[config.mk]
export PLATFORM = sky130hd
export DESIGN_NAME = mixer_multi_ramp_flat
export DESIGN_NICKNAME = d
export VERILOG_FILES = /design/src/rtl/mixer_multi_ramp_if.sv /design/src/rtl/mixer_multi_ramp.sv /design/src/flat_wrapper.sv
export SDC_FILE = /design/constraint.sdc
export NUM_CORES = 2
export LEC_CHECK = 0
export ABC_AREA = 1
export CORE_ASPECT_RATIO = 0.75
export CORE_MARGIN = 10
export CORE_UTILIZATION = 58
export DETAILED_ROUTE_END_ITERATION = 10
export PLACE_DENSITY = 0.8
export SLEW_MARGIN = 10
export SYNTH_ARGS = -nofsm -noshare
export SYNTH_HDL_FRONTEND = slang
export SYNTH_SLANG_ARGS = --single-unit
[constraint.sdc]
create_clock -name clk -period 6.2 [get_ports clk]
set_input_delay 0.93 -clock clk [delete_from_list [all_inputs] [get_ports clk]]
set_output_delay 0.93 -clock clk [all_outputs]
set_load 0.02 [all_outputs]
[src/rtl/mixer_multi_ramp_if.sv]
// Bus between the serial front end and the mixer: serial/slot clocks, serial data,
// per-channel gain controls and the mixed serial/parallel results.
interface mixer_multi_ramp_if #(
  parameter int N_CH   = 4,
  parameter int W_GAIN = 8,
  parameter int W_OUT  = 24
);
  logic                     bclk;
  logic                     lrclk;
  logic [N_CH-1:0]          in;
  logic [N_CH*W_GAIN-1:0]   level;
  logic [N_CH-1:0]          mute;
  logic                     out;
  logic [W_OUT-1:0]         out_p;
  logic                     out_valid;
  logic                     sat;

  modport master (
    output bclk, lrclk, in, level, mute,
    input  out, out_p, out_valid, sat
  );

  modport slave (
    input  bclk, lrclk, in, level, mute,
    output out, out_p, out_valid, sat
  );
endinterface

[src/rtl/mixer_multi_ramp.sv]
// Bit-serial N-channel mixer: captures one word per channel per slot, multiplies by a
// ramped per-channel gain, sums, saturates, and emits the result serially and in parallel.
module mixer_multi_ramp #(
  parameter int N_CH      = 4,
  parameter int W_SAMPLE  = 24,
  parameter int W_GAIN    = 8,
  parameter int W_OUT     = 24,
  parameter int RAMP_STEP = 1
) (
  input logic              clk,
  input logic              rst_n,
  mixer_multi_ramp_if.slave bus
);

  localparam int W_CNT = $clog2(W_SAMPLE + 1);
  localparam int W_ACC = W_SAMPLE + W_GAIN + $clog2(N_CH) + 1;
  localparam int W_CH  = (N_CH > 1) ? $clog2(N_CH) : 1;
  localparam int W_PRD = W_SAMPLE + W_GAIN + 1;
  localparam logic [W_CNT-1:0]  CNT_FULL = W_CNT'(W_SAMPLE);
  localparam logic [W_CH-1:0]   LAST_CH  = W_CH'(N_CH - 1);
  localparam logic [W_GAIN:0]   STEP     = (W_GAIN + 1)'(RAMP_STEP);

  typedef enum logic [1:0] {IDLE, MAC, SAT, DONE} state_t;

  state_t state_reg, state_next;
  logic   start, mac_en;

  logic bclk_q, lrclk_q;
  logic bclk_rise, bclk_fall, lr_edge;
  logic pending_reg;

  logic [N_CH*W_SAMPLE-1:0] sample_flat;
  logic [N_CH*W_GAIN-1:0]   gain_flat;
  logic [W_SAMPLE-1:0]      cur_sample;
  logic [W_GAIN-1:0]        cur_gain;
  logic signed [W_PRD-1:0]  prod;

  logic [W_CH-1:0]          ch_reg;
  logic signed [W_ACC-1:0]  acc_reg;
  logic signed [W_ACC-1:0]  shifted;
  logic [W_ACC-W_OUT:0]     hi_bits;
  logic                     over;
  logic [W_OUT-1:0]         clip_val;
  logic [W_OUT-1:0]         res_reg;
  logic                     res_sat_reg;

  logic [W_OUT-1:0]         out_sr_reg;
  logic [W_OUT-1:0]         out_p_reg;
  logic                     out_valid_reg;
  logic                     sat_reg;

  assign bclk_rise = bus.bclk & ~bclk_q;
  assign bclk_fall = ~bus.bclk & bclk_q;
  assign lr_edge   = bus.lrclk ^ lrclk_q;

  always_ff @(posedge clk) begin
    bclk_q  <= bus.bclk;
    lrclk_q <= bus.lrclk;
  end

  // Per-channel capture, word latch, MAC operand snapshot and gain ramp
  generate
    for (genvar gi = 0; gi < N_CH; gi++) begin : g_ch
      logic [W_SAMPLE-1:0] sr_reg, word_reg, sample_reg, just_word;
      logic [W_CNT-1:0]    cnt_reg;
      logic [W_GAIN-1:0]   gain_reg, tgt, gain_next;
      logic [W_GAIN:0]     diff, delta;
      logic                up;

      assign just_word = sr_reg << (CNT_FULL - cnt_reg);

      always_ff @(posedge clk) begin
        if (!rst_n) begin
          sr_reg     <= '0;
          cnt_reg    <= '0;
          word_reg   <= '0;
          sample_reg <= '0;
        end else begin
          if (lr_edge) begin
            sr_reg   <= '0;
            cnt_reg  <= '0;
            word_reg <= just_word;
          end else if (bclk_rise && (cnt_reg < CNT_FULL)) begin
            sr_reg  <= {sr_reg[W_SAMPLE-2:0], bus.in[gi]};
            cnt_reg <= cnt_reg + 1'b1;
          end
          // Private copy so a slot edge mid-computation cannot disturb the MAC
          if (start) sample_reg <= lr_edge ? just_word : word_reg;
        end
      end

      assign tgt       = bus.mute[gi] ? '0 : bus.level[gi*W_GAIN +: W_GAIN];
      assign up        = (tgt > gain_reg);
      assign diff      = up ? ({1'b0, tgt} - {1'b0, gain_reg}) : ({1'b0, gain_reg} - {1'b0, tgt});
      assign delta     = (diff > STEP) ? STEP : diff;
      assign gain_next = up ? (gain_reg + delta[W_GAIN-1:0]) : (gain_reg - delta[W_GAIN-1:0]);

      always_ff @(posedge clk) begin
        if (!rst_n)               gain_reg <= '0;
        else if (state_reg == DONE) gain_reg <= gain_next;
      end

      assign sample_flat[gi*W_SAMPLE +: W_SAMPLE] = sample_reg;
      assign gain_flat[gi*W_GAIN +: W_GAIN]       = gain_reg;
    end
  endgenerate

  always_comb begin
    cur_sample = '0;
    cur_gain   = '0;
    for (int i = 0; i < N_CH; i++) begin
      if (ch_reg == W_CH'(i)) begin
        cur_sample = sample_flat[i*W_SAMPLE +: W_SAMPLE];
        cur_gain   = gain_flat[i*W_GAIN +: W_GAIN];
      end
    end
  end

  assign prod = $signed(cur_sample) * $signed({1'b0, cur_gain});

  // Clip when the bits above the output sign bit are not a pure sign extension
  assign shifted  = acc_reg >>> (W_GAIN - 1);
  assign hi_bits  = shifted[W_ACC-1:W_OUT-1];
  assign over     = ~((&hi_bits) | (~|hi_bits));
  assign clip_val = !over ? shifted[W_OUT-1:0] :
                    shifted[W_ACC-1] ? {1'b1, {(W_OUT-1){1'b0}}} : {1'b0, {(W_OUT-1){1'b1}}};

  always_comb begin
    state_next = state_reg;
    start      = 1'b0;
    mac_en     = 1'b0;
    case (state_reg)
      IDLE: begin
        if (lr_edge || pending_reg) begin
          start      = 1'b1;
          state_next = MAC;
        end
      end
      MAC: begin
        mac_en = 1'b1;
        if (ch_reg == LAST_CH) state_next = SAT;
      end
      SAT:     state_next = DONE;
      DONE:    state_next = IDLE;
      default: state_next = IDLE;
    endcase
  end

  always_ff @(posedge clk) begin
    if (!rst_n) begin
      state_reg     <= IDLE;
      pending_reg   <= 1'b0;
      ch_reg        <= '0;
      acc_reg       <= '0;
      res_reg       <= '0;
      res_sat_reg   <= 1'b0;
      out_sr_reg    <= '0;
      out_p_reg     <= '0;
      out_valid_reg <= 1'b0;
      sat_reg       <= 1'b0;
    end else begin
      state_reg   <= state_next;
      pending_reg <= start ? 1'b0 : (pending_reg | (lr_edge && (state_reg != IDLE)));
      if (start) begin
        acc_reg <= '0;
        ch_reg  <= '0;
      end else if (mac_en) begin
        acc_reg <= acc_reg + W_ACC'(prod);
        ch_reg  <= ch_reg + 1'b1;
      end
      if (state_reg == SAT) begin
        res_reg     <= clip_val;
        res_sat_reg <= over;
      end
      out_valid_reg <= (state_reg == DONE);
      if (state_reg == DONE) begin
        out_p_reg  <= res_reg;
        sat_reg    <= res_sat_reg;
        out_sr_reg <= res_reg;
      end else if (bclk_fall) begin
        out_sr_reg <= out_sr_reg << 1;
      end
    end
  end

  assign bus.out       = out_sr_reg[W_OUT-1];
  assign bus.out_p     = out_p_reg;
  assign bus.out_valid = out_valid_reg;
  assign bus.sat       = sat_reg;

endmodule

[src/flat_wrapper.sv]
// flat-port wrapper written by rule: the top's interface ports become plain ports
module mixer_multi_ramp_flat 
#(
  parameter int N_CH      = 4,
  parameter int W_SAMPLE  = 24,
  parameter int W_GAIN    = 8,
  parameter int W_OUT     = 24,
  parameter int RAMP_STEP = 1
)
  (clk, rst_n, bus_bclk, bus_lrclk, bus_in, bus_level, bus_mute, bus_out, bus_out_p, bus_out_valid, bus_sat);
  mixer_multi_ramp_if #(.N_CH(N_CH), .W_GAIN(W_GAIN), .W_OUT(W_OUT)) bus_i ();
  input logic clk;
  input logic rst_n;
  input wire logic [$bits(bus_i.bclk)-1:0] bus_bclk;
  input wire logic [$bits(bus_i.lrclk)-1:0] bus_lrclk;
  input wire logic [$bits(bus_i.in)-1:0] bus_in;
  input wire logic [$bits(bus_i.level)-1:0] bus_level;
  input wire logic [$bits(bus_i.mute)-1:0] bus_mute;
  output wire logic [$bits(bus_i.out)-1:0] bus_out;
  output wire logic [$bits(bus_i.out_p)-1:0] bus_out_p;
  output wire logic [$bits(bus_i.out_valid)-1:0] bus_out_valid;
  output wire logic [$bits(bus_i.sat)-1:0] bus_sat;
  assign bus_i.bclk = bus_bclk;
  assign bus_i.lrclk = bus_lrclk;
  assign bus_i.in = bus_in;
  assign bus_i.level = bus_level;
  assign bus_i.mute = bus_mute;
  assign bus_out = bus_i.out;
  assign bus_out_p = bus_i.out_p;
  assign bus_out_valid = bus_i.out_valid;
  assign bus_sat = bus_i.sat;
  mixer_multi_ramp #(.N_CH(N_CH), .W_SAMPLE(W_SAMPLE), .W_GAIN(W_GAIN), .W_OUT(W_OUT), .RAMP_STEP(RAMP_STEP)) u_core (.clk(clk), .rst_n(rst_n), .bus(bus_i));
endmodule
==> results <==
- The longest clock path from root to sink contains 3 buffers.
- In this run, placement finished with an instance count of 5612.
- Pin placement for this block handled 71 I/O pins.
- The worst min-delay path category is flop to flop.
- After synthesis the netlist holds a flip-flop and latch count of 457.
- The number of cell rows is 76.
- For hold timing, the worst endpoint is u_core.bus.out_p[11].
- Across the VDD grid, the largest voltage drop is 0.000232 V.
- The synthesized design spends more area on one cell type than any other, namely dfxtp_1.
- For flop-to-flop paths, the worst setup slack is 0.16 ns.
- In the post-synthesis netlist, the cell with the most instances is nand2_1.
- The highest net fanout along the worst path is 22.
- The number of fill cells is 4902.
- The root buffer cell is clkbuf_16.
- Dividing the detail-routed wire length by the instance count gives 16.1 um.
- The worst register-to-register path begins at u_core.ch_reg[0].
- In the global route stage, met2 resource usage came out at 0.402.
- The total routing usage reported by global routing is 0.259.
- The placer's final routability congestion estimate is 0.989.
- Once layout is done, the placed cells without fillers occupy 38600 um2.
- The vias after detailed routing is 31800.
- Clock latency on the worst-skew pair, taken at its later pin, is 0.62 ns.
- The core utilization of the finished layout is 0.670.
- The number of remaining DRC errors is 0.
- The total of warnings raised by yosys is 0.
- The critical path start-end classification is flop to flop.
- In the routed layout, each cell is associated on average with a via count of 5.57.
- The H-tree depth is 2.
- After synthesis, the share of flip-flops with an asynchronous set or reset is 0.
- Compared with the post-synthesis result, the final layout area differs by 14.1%.
- The clock-pin slew of the registers on the worst-case setup and hold paths is 0.06 ns.
- The worst hold path passes through 2 cells.
- The clock sink count is 457.
- The busiest layer in global routing is met2.
- The startpoint of the lowest-slack hold path is u_core.bus.out_p[11].
- The via count of the first global-routing pass was 29900.
- The first detailed-routing pass took 6 iterations.
- The number of antenna violations at the first check in global routing is 0.
- The clock period could shrink to 6.04 ns.
- The cell count after synthesis is 4811.
- The final-report hold violation count came to 0.
- The netlist area before placement is 33800 um2.
- The die is 229 um tall.
- Measured against its own limit, the worst slew margin works out to 0.207.
- Dividing the synthesized area by the synthesized cell count gives 7.03 um2.
- The type of element capturing the critical path is a flop.
- The synthesized netlist contains 60 unique library cells.
- The post-route non-filler standard cell count is 5712.
- STA classifies the critical path startpoint as a flop.
- Data on the critical path arrives at its endpoint at 6.57 ns.
- The endpoint identified for the worst register-to-register timing path is u_core.acc_reg[20].
- In this run the cell area measured after placement is 36000 um2.
- The achievable frequency is 166 MHz.
- Port buffering added 70 buffers.
- The final-report max-slew violation count is 0.
- Data on the critical path is required at its endpoint by 6.73 ns.
- Hold repair after CTS inserted 0 buffers.
- The worst reg2reg path depth is 27.
- The TritonCTS clock tree is done.
- The number of setup violations in the final report is 0.
- The final antenna-violating net count is 0.
- Across the run, the number of max-cap violations was 0.
- The top flip-flop cell by instance count after synthesis is dfxtp_1.
- Ranked by total cell area, the synthesized netlist is headed by dfxtp_1 27%, nand2_1 12%, fa_1 12%, inv_1 8.3%, ha_1 6.9%.
- The leakage power of the design is 18.3 nW.
- The pin slew with the least headroom to its limit is 1.19 ns.
- The clock buffer count from CTS is 47.
- The first-pass GRT wire length is 150000 um.
- For this run, global-route usage on met3 was measured as 0.0496.
- The initial core utilization is 0.588.
- The cell area power density is 349 nW/um2.
- After the last flow step, the layout net total stands at 5320.
- The run finished with clean final reports.
- The global routing usage on met1 is 0.367.
- The placeable core region is 57500 um2.
- Between clock sinks in the finished design, the worst skew comes to 0.0399 ns.
- Wires add up to 91800 um.
- The total overflow left after global routing is 0.
- The layout cell share with drive strength beyond 1 is 0.106.
- The power consumption is 0.0135 W.
- The floorplan step set the die width to 299 um.
- Counting instances in the post-synthesis netlist gives the leading cell types as 1120 x nand2_1, 745 x inv_1, 457 x dfxtp_1.
- The share of synthesized area in the top cell type comes to 0.271.
- Across all hold checks on the routed design, the worst slack comes to 0.461 ns.
- Once detailed placement completed, the half-perimeter wirelength came to 67700 um.
- Of the available clock period, the critical path in the final layout requires 0.975.
- The area of the die is 68400 um2.
- For this block, the initial DRC count from the detailed router was 3188.
- For this run, the register share of the synthesized area comes to 0.271.
- The number of diodes added for antenna fixing is 0.
- Entering global routing, the biggest net connects 98 pins.
- The number of flops mapped to enable cells by yosys is 0.
==> where the power goes <==
| part | switching [W] | internal, W | total [W] | leakage [nW] |
|---|---|---|---|---|
| logic | 0.00404 | 0.00251 | 0.00655 | 13.8 |
| registers | 0.000397 | 0.00342 | 0.00382 | 3.72 |
| clock network | 0.00128 | 0.00180 | 0.00308 | 0.836 |
==> layout make-up <==
cell class | instances | area (um2) | share of cell area
timing repair buffer | 269 | 2390 | 0.0621
clock inverter | 23 | 330 | 0.00857
sequential | 457 | 9150 | 0.237
tap | 780 | 976 | 0.0253
inverter | 770 | 2900 | 0.0751
clock buffer | 64 | 1390 | 0.0361
multi-input combinational | 3349 | 21400 | 0.555
==> cells by family after synthesis <==
logic type	Yosys count	synth area share
adder cells (fa/ha/maj)	382	0.185
AO/OA/AOI/OAI	1122	0.187
flip-flops	457	0.271
XOR/XNOR	73	0.0209
AND/OR/NAND/NOR	1745	0.213
buffers and inverters	1008	0.117
multiplexers	23	0.00681
other	1	0.000111
==> through the flow <==
stage	setup TNS (ns)	worst slack, ns
final	0	0.158
after global routing	-0.157	-0.0336
after CTS	-0.00478	-0.00478
after detailed placement	-1.77	-0.272
after global placement	-0.784	-0.180
after floorplan	0	0.211
==> worst max-delay path, cell delays in order (launching register included) <==
cell      delay, ns
dfxtp_4        0.38
inv_2          0.08
ha_4           0.20
buf_6          0.17
a21oi_1        0.14
nand2_1        0.17
a22oi_1        0.28
inv_2          0.13
nand2_1        0.11
fa_1           0.45
fa_1           0.58
fa_1           0.43
fa_1           0.49
inv_1          0.05
fa_1           0.49
ha_4           0.33
nand2_2        0.10
nor2_2         0.13
inv_2          0.07
nor3_4         0.28
a21oi_1        0.10
buf_4          0.17
inv_1          0.06
a21oi_2        0.05
or2_2          0.28
nand3_2        0.07
o211ai_1       0.08
inv_1          0.08
==> timing repair <==
item | 4_1_cts | 5_1_grt
pin swaps | 0 | 43
setup endpoints to repair | 19 | 26
gates cloned | 0 | 1
buffers inserted | 0 | 12
resized for setup | 22 | 158
==> how the worst max path moves through the flow <==
stage                           startpoint                  to  slack [ns]  cells after the start
after floorplan           u_core.ch_reg[0]  u_core.acc_reg[30]        0.21                     29
after global placement    u_core.ch_reg[0]  u_core.acc_reg[20]       -0.18                     31
after detailed placement  u_core.ch_reg[0]  u_core.acc_reg[20]       -0.27                     31
after CTS                 u_core.ch_reg[1]  u_core.acc_reg[20]      -0.005                     31
after global routing      u_core.ch_reg[0]  u_core.acc_reg[30]       -0.03                     31
final                     u_core.ch_reg[0]  u_core.acc_reg[20]        0.16                     27
==> cells in the final DEF (no fill, tap or decap), types with 18 or more instances in the layout <==
cell type / n
buf_4: 177
a21oi_1: 359
ha_4: 20
or2_2: 21
nor2_1: 328
a31oi_1: 32
a22oi_2: 18
nand3_1: 148
a32o_1: 25
fa_1: 188
clkdlybuf4s50_1: 69
ha_1: 162
clkbuf_16: 48
inv_2: 40
o21ai_1: 21
dfxtp_1: 455
inv_1: 723
o211ai_1: 38
nand2_2: 29
o21ai_0: 414
nand2_1: 1105
xor2_1: 52
mux2i_1: 23
o22ai_1: 95
nand4_1: 35
==> layer usage <==
| layer | vias to the layer above | wire length (um) |
|---|---|---|
| li1 | 15600 | - |
| met1 | 14900 | 42000 |
| met2 | 1124 | 39900 |
| met3 | 146 | 7850 |
| met4 | 0 | 1970 |
| met5 | - | 0 |
No activity file was read; power rests on OpenSTA's default activity.
